**src/rtl/adder_pkg.sv**
```systemverilog
// Shared types and helpers for the adder_unit slice.
// Group width, registered flag bundle and overflow rule.
package adder_pkg;

  localparam int CLA_GROUP_W = 4;

  typedef struct packed {
    logic cout;
    logic ovf;
    logic zero;
  } adder_flags_t;

  function automatic logic calc_ovf(
    input logic a_msb,
    input logic b_msb,
    input logic s_msb
  );
    return (a_msb == b_msb) && (s_msb != a_msb);
  endfunction

endpackage

```
**src/rtl/adder_cla4.sv**
```systemverilog
// 4-bit carry-lookahead group.
// Exposes group propagate/generate for higher-level lookahead.
module adder_cla4 (
  input  logic [3:0] a,
  input  logic [3:0] b,
  input  logic       cin,
  output logic [3:0] sum,
  output logic       cout,
  output logic       pg,
  output logic       gg
);

  logic [3:0] p;
  logic [3:0] g;
  logic [3:0] c;

  assign p = a ^ b;
  assign g = a & b;

  assign c[0] = cin;
  assign c[1] = g[0]
              | (p[0] & cin);
  assign c[2] = g[1]
              | (p[1] & g[0])
              | (p[1] & p[0] & cin);
  assign c[3] = g[2]
              | (p[2] & g[1])
              | (p[2] & p[1] & g[0])
              | (p[2] & p[1] & p[0] & cin);

  assign gg = g[3]
            | (p[3] & g[2])
            | (p[3] & p[2] & g[1])
            | (p[3] & p[2] & p[1] & g[0]);
  assign pg = &p;

  assign cout = gg | (pg & cin);
  assign sum  = p ^ c;

endmodule

```
**src/rtl/adder_unit.sv**
```systemverilog
// Two-operand adder with carry-in: combinational sum/carry
// plus a one-cycle registered result with status flags.
module adder_unit
  import adder_pkg::*;
#(
  parameter int WIDTH = 4
) (
  input  logic             clk,
  input  logic             rst,
  input  logic [WIDTH-1:0] a,
  input  logic [WIDTH-1:0] b,
  input  logic             cin,
  input  logic             valid_i,
  output logic [WIDTH-1:0] sum,
  output logic             cout,
  output logic [WIDTH-1:0] sum_r,
  output logic             cout_r,
  output logic             ovf_r,
  output logic             zero_r,
  output logic             valid_r
);

  localparam int NG = WIDTH / CLA_GROUP_W;

  if ((WIDTH % CLA_GROUP_W) != 0 || WIDTH == 0) begin : g_bad_width
    $fatal(1, "adder_unit: WIDTH must be a positive multiple of 4");
  end

  logic [NG:0]   c;
  logic [NG-1:0] pg;
  logic [NG-1:0] gg;

  assign c[0] = cin;

  for (genvar i = 0; i < NG; i++) begin : g_cla
    adder_cla4 u_cla (
      .a    (a[i*CLA_GROUP_W +: CLA_GROUP_W]),
      .b    (b[i*CLA_GROUP_W +: CLA_GROUP_W]),
      .cin  (c[i]),
      .sum  (sum[i*CLA_GROUP_W +: CLA_GROUP_W]),
      .cout (c[i+1]),
      .pg   (pg[i]),
      .gg   (gg[i])
    );
  end

  assign cout = c[NG];

  // Group p/g serve wider lookahead trees; this level ripples.
  logic unused_pg_gg;
  assign unused_pg_gg = ^{pg, gg};

  adder_flags_t flags_d;
  adder_flags_t flags_q;

  assign flags_d.cout = cout;
  assign flags_d.ovf  = calc_ovf(a[WIDTH-1], b[WIDTH-1],
                                 sum[WIDTH-1]);
  assign flags_d.zero = (sum == '0);

  always_ff @(posedge clk) begin
    if (rst) begin
      sum_r   <= '0;
      flags_q <= '0;
      valid_r <= 1'b0;
    end else begin
      valid_r <= valid_i;
      if (valid_i) begin
        sum_r   <= sum;
        flags_q <= flags_d;
      end
    end
  end

  assign cout_r = flags_q.cout;
  assign ovf_r  = flags_q.ovf;
  assign zero_r = flags_q.zero;

endmodule

```
**config.mk**
```make
export PLATFORM = sky130hd
export DESIGN_NAME = adder_unit
export DESIGN_NICKNAME = d
export VERILOG_FILES = /design/src/rtl/adder_pkg.sv /design/src/rtl/adder_cla4.sv /design/src/rtl/adder_unit.sv
export SDC_FILE = /design/constraint.sdc
export NUM_CORES = 1
export LEC_CHECK = 0
export CAP_MARGIN = 15
export CORE_AREA = 4 4 41 43
export DETAILED_ROUTE_END_ITERATION = 16
export DIE_AREA = 0 0 45 47
export DONT_BUFFER_PORTS = 1
export GPL_TIMING_DRIVEN = 0
export PLACE_DENSITY_LB_ADDON = 0.15
export SLEW_MARGIN = 15
export SYNTH_ARGS = -nofsm -noshare
export SYNTH_HDL_FRONTEND = slang
export SYNTH_SLANG_ARGS = --single-unit
```
**constraint.sdc**
```tcl
create_clock -name clk -period 2.6 [get_ports clk]
set_input_delay 0.39 -clock clk [delete_from_list [all_inputs] [get_ports clk]]
set_output_delay 0.39 -clock clk [all_outputs]
set_load 0.02 [all_outputs]
```
; ---- Word level (Yosys, flattened, before mapping)
; Cells that the tools add are included.
[totals]
register_bits = 8
in_bits = 12
output_inout_bits = 13
wordCells = 38
[classes]
n_eq_ne = 2
bitwise = 28
reduce_logical = 3
[op_table]
columns = cell, n
row1 = $and A1 B1 Y1, 15
row2 = $or A1 B1 Y1, 10
row3 = $xor A4 B4 Y4, 2
row4 = $and A4 B4 Y4, 1
row5 = $logic_not A4 Y1, 1
row6 = $reduce_and A4 Y1, 1
row7 = $eq A1 B1 Y1, 1
row8 = $logic_and A1 B1 Y1, 1
row9 = $ne A1 B1 Y1, 1

; ---- Logic depth before layout (Yosys ltp)
[depth]
depth_word = 8
mapped_depth = 5
depth_no_buf = 5

; ---- Hierarchy
; From an unflattened synthesis, not the netlist that was laid out.
[unflattened]
cells_unflattened = 50
area_unflattened_um2 = 483.0
[by_module_without_submodules]
columns = mod, n_inst, cells_per_inst, area_each_um2, seq_area_each_um2
row1 = adder_unit, 1, 28, 300.3, 160.2
row2 = adder_cla4, 1, 22, 182.7, 0.0

; ---- Worst setup path after synthesis
; Ideal clock, no wire load.
[synth_path]
kind = input-to-output
from = input a[2]
to = output sum[3]
t_arrival_ns = 1.366
required_time_ns = 2.210
slack_ns = 0.844
cell_stages = 4
path_buffers = 0
cell_sequence = ha_1 -> a21oi_1 -> o21ai_4 -> xnor2_2
[synth_via]
elab_chain_cells = 6
elab_cells_between_ends = 11
classes_between = bitwise: 11
[synth_rtl]
columns = item, line_no
row1 = start: declaration, adder_unit.sv:10  ; input logic [WIDTH-1:0] a,
row2 = $xor A4 B4 Y4, adder_cla4.sv:17  ; assign p = a ^ b;
row3 = "$and A1 B1 Y1, on equally long branches", "adder_cla4.sv:27, adder_cla4.sv:28, adder_cla4.sv:29"
row4 = "$or A1 B1 Y1, or another cell as far along", adder_cla4.sv:27  ; | (p[2] & g[1])
row5 = $or A1 B1 Y1 or $and A1 B1 Y1 (tied branches), "adder_cla4.sv:28, adder_cla4.sv:29"
row6 = $or A1 B1 Y1 (*), adder_cla4.sv:29  ; | (p[2] & p[1] & p[0] & cin);
row7 = $xor A4 B4 Y4 (*), adder_cla4.sv:38  ; assign sum = p ^ c;
row8 = end: declaration, adder_unit.sv:14  ; output logic [WIDTH-1:0] sum,
; Every way passes the cells marked *; elsewhere a longest branch is shown, timed or not.

; ---- Worst setup path in the final report
[layout_path]
from = input a[2]
to = output cout
[layout_via]
elab_chain_cells = 6
elab_cells_between_ends = 13
classes_between = bitwise: 12 / reduce/logical: 1
[layout_rtl]
columns = item, line_no
row1 = $and A4 B4 Y4 or $xor A4 B4 Y4 (tied branches), "adder_cla4.sv:18, adder_cla4.sv:17"
row2 = "$and A1 B1 Y1, on equally long branches", "adder_cla4.sv:32, adder_cla4.sv:33, adder_cla4.sv:34"
row3 = "$or A1 B1 Y1, or another cell as far along", adder_cla4.sv:32  ; | (p[3] & g[2])
row4 = $or A1 B1 Y1 or $and A1 B1 Y1 (tied branches), "adder_cla4.sv:33, adder_cla4.sv:34"
row5 = $or A1 B1 Y1, adder_cla4.sv:34  ; | (p[3] & p[2] & p[1] & g[0]);
row6 = $or A1 B1 Y1 (*), adder_cla4.sv:37  ; assign cout = gg | (pg & cin);
row7 = end: declaration, adder_unit.sv:15  ; output logic cout,
; Marked as above.

==> results.cfg <==
[outcome]
status = complete, no violations

[global_route]
grt_antenna_before_repair = 0
grt_max_degree = 8
track_usage = 0.0974
grt_pass1_vias = 341
grt_pass1_wl_um = 1380
grt-ovfl-total = 0

[critical_path]
endpoint_kind = output port
critPathLaunchType = primary input
path_class = in2out
cp_max_fo = 3
cp.required_ns = 2.21
timing.rr.end = cout_r$_SDFFE_PP0P_
reg2reg_from = cout_r$_SDFFE_PP0P_
reg2reg_setup_slack_ns = 1.82
reg2reg_depth = 2
worstPathArrival_ns = 1.49

[drt]
drt_iter0_markers = 3
wl_um = 932
drtPass1Iterations = 4
drc = 0
vias_per_cell = 5.48
vias = 351
wl_per_cell_um = 14.6
ant_nets = 0

[power]
leakage_uw = 0.000234
p_per_area_nw_per_um2 = 660
ir_drop_v = 0.000165

[placed_design]
place_ws_ns = 0.689
dp_hpwl_um = 825
gp_congestion = 0.660
numPlacedInstances = 61
portBuffers = 0
place_area_sq_um = 482

[die]
start_util = 0.356
die_w_um = 45
num_io_pins = 25
die_area_sq_um = 2120
core_sq_um = 1300
rows = 13
die_h_um = 47

[logic_synthesis]
ys_ff_latch = 8
syn-num-nets = 64
synth_top_cell_area_share = 0.346
netlist_area_sq_um = 463
ys_seq_area_frac = 0.346
yosysTopAreaCell = dfxtp_1
yosys-top-cells-area = dfxtp_1, ha_1, inv_1, fa_1, a22o_1
synthCells = 46
synth_cell_types = 21
yosysWarnings = 0
avgSynthCellArea_sq_um = 10.1

[timing]
grt_setup_unrepaired = no
finClkSkew_ns = 0
hold_viol = 0
max_freq_mhz = 532
fin_crit_sh = 0.723
hold_slack_ns = 0.210
setup_viol = 0
layout_setup_ws_ns = 0.719
slew_headroom = 0.511
maxSlewViolCount = 0
min_period_ns = 1.88
timing.setup.tns_ns = 0
worstMarginPinSlew_ns = 0.729

[cells_and_area]
drive_gt1_frac = 0.163
final_cell_area_sq_um = 504
fillers = 146
finalNonFillerCells = 64
area_growth_syn_to_layout_pct = 8.92
final_cell_mix = dfxtp_1, inv_1, ha_1
final_common_cell = dfxtp_1
nets = 69
antenna_cells = 0

[clock_network]
holdBufCountCts = 0
cts_root_buffer = clkbuf_4
cts_tree = yes
htreeDepth = 1
path_clk_slew_ns = 0.05
numCtsBuffers = 3
post_cts_buffers = 0
cts_buffer_depth = 2
post_cts_resized = 0
cts_sinks = 8
clock_latency_ns = 0.24

[hold_path]
whs_path_depth = 1
hp-class = in2reg
min_to = cout_r$_SDFFE_PP0P_
min_from = rst

[flow_run]
maxCapViolCount = 0
-- worst max path at each step --
stage | slack, ns | from | end
2_1_floorplan | 0.84 | a[2] | sum[3]
3_3_place_gp | 0.74 | a[2] | cout
3_5_place_dp | 0.69 | a[2] | cout
4_1_cts | 0.68 | a[2] | cout
5_1_grt | 0.62 | a[2] | cout
6_report | 0.72 | a[2] | cout
-- synth_stat cells, drive strengths merged --
master	instances
a211oi	2
a21o	1
a21oi	4
a22o	2
a32o	1
and2b	1
buf	1
dfxtp	8
fa	1
ha	5
inv	6
mux2i	1
nand2	2
nand3b	1
nor2	4
o21ai	1
o31ai	1
xnor2	3
xor2	1
-- worst max-delay path, cell delays in order --
cell and delay (ns):
ha_1 0.32, a21oi_1 0.27, o21ai_4 0.12, a21oi_1 0.24, inv_1 0.16
-- flip-flops by register name, summed over array words and instances, names as in the netlist --
| signal | cells |
|---|---|
| sum_r | 4 |
| cout_r | 1 |
| ovf_r | 1 |
| valid_r | 1 |
| zero_r | 1 |
-- area by class of cell --
| type | instances | area (sq um) | share of cell area |
|---|---|---|---|
| multi-input cells | 31 | 275 | 0.546 |
| flip-flops and latches | 8 | 160 | 0.318 |
| clock buffers | 3 | 22.5 | 0.0447 |
| inverters | 6 | 22.5 | 0.0447 |
| well taps | 15 | 18.8 | 0.0372 |
| plain buffers | 1 | 5.00 | 0.00993 |
-- per-stage QoR --
stage / power [uW] / util
after floorplan: 231 / -
after global placement: 243 / 0.370
after detailed placement: 246 / 0.370
final: 333 / 0.388
after global routing: 350 / 0.388
after CTS: 339 / 0.388
-- report_power, final --
| part | switching, uW | leakage, uW | internal [uW] |
|---|---|---|---|
| logic | 57.7 | 0.000154 | 31.2 |
| registers | 18.7 | 0.0000660 | 133 |
| clock network | 39.5 | 0.0000138 | 52.6 |
| total | 116 | 0.000234 | 217 |
-- routing by layer --
layer	GRT usage	vias up	wire (um)
met5	0	-	0
met4	0.105	0	19
met3	0.0421	2	91
met2	0.164	19	456
met1	0.0824	164	364
li1	-	166	-
-- logic make-up (layout without fill, tap and decap cells) --
family / count (synthesis) / after routing / synth area share
AO/OA/AOI/OAI: 12 / 12 / 0.222
flip-flops: 8 / 8 / 0.346
AND/OR/NAND/NOR: 8 / 8 / 0.0811
buffers and inverters: 7 / 10 / 0.0594
adder cells (fa/ha/maj): 6 / 6 / 0.178
XOR/XNOR: 4 / 4 / 0.0919
multiplexers: 1 / 1 / 0.0216
No activity file was read; power rests on OpenSTA's default activity.
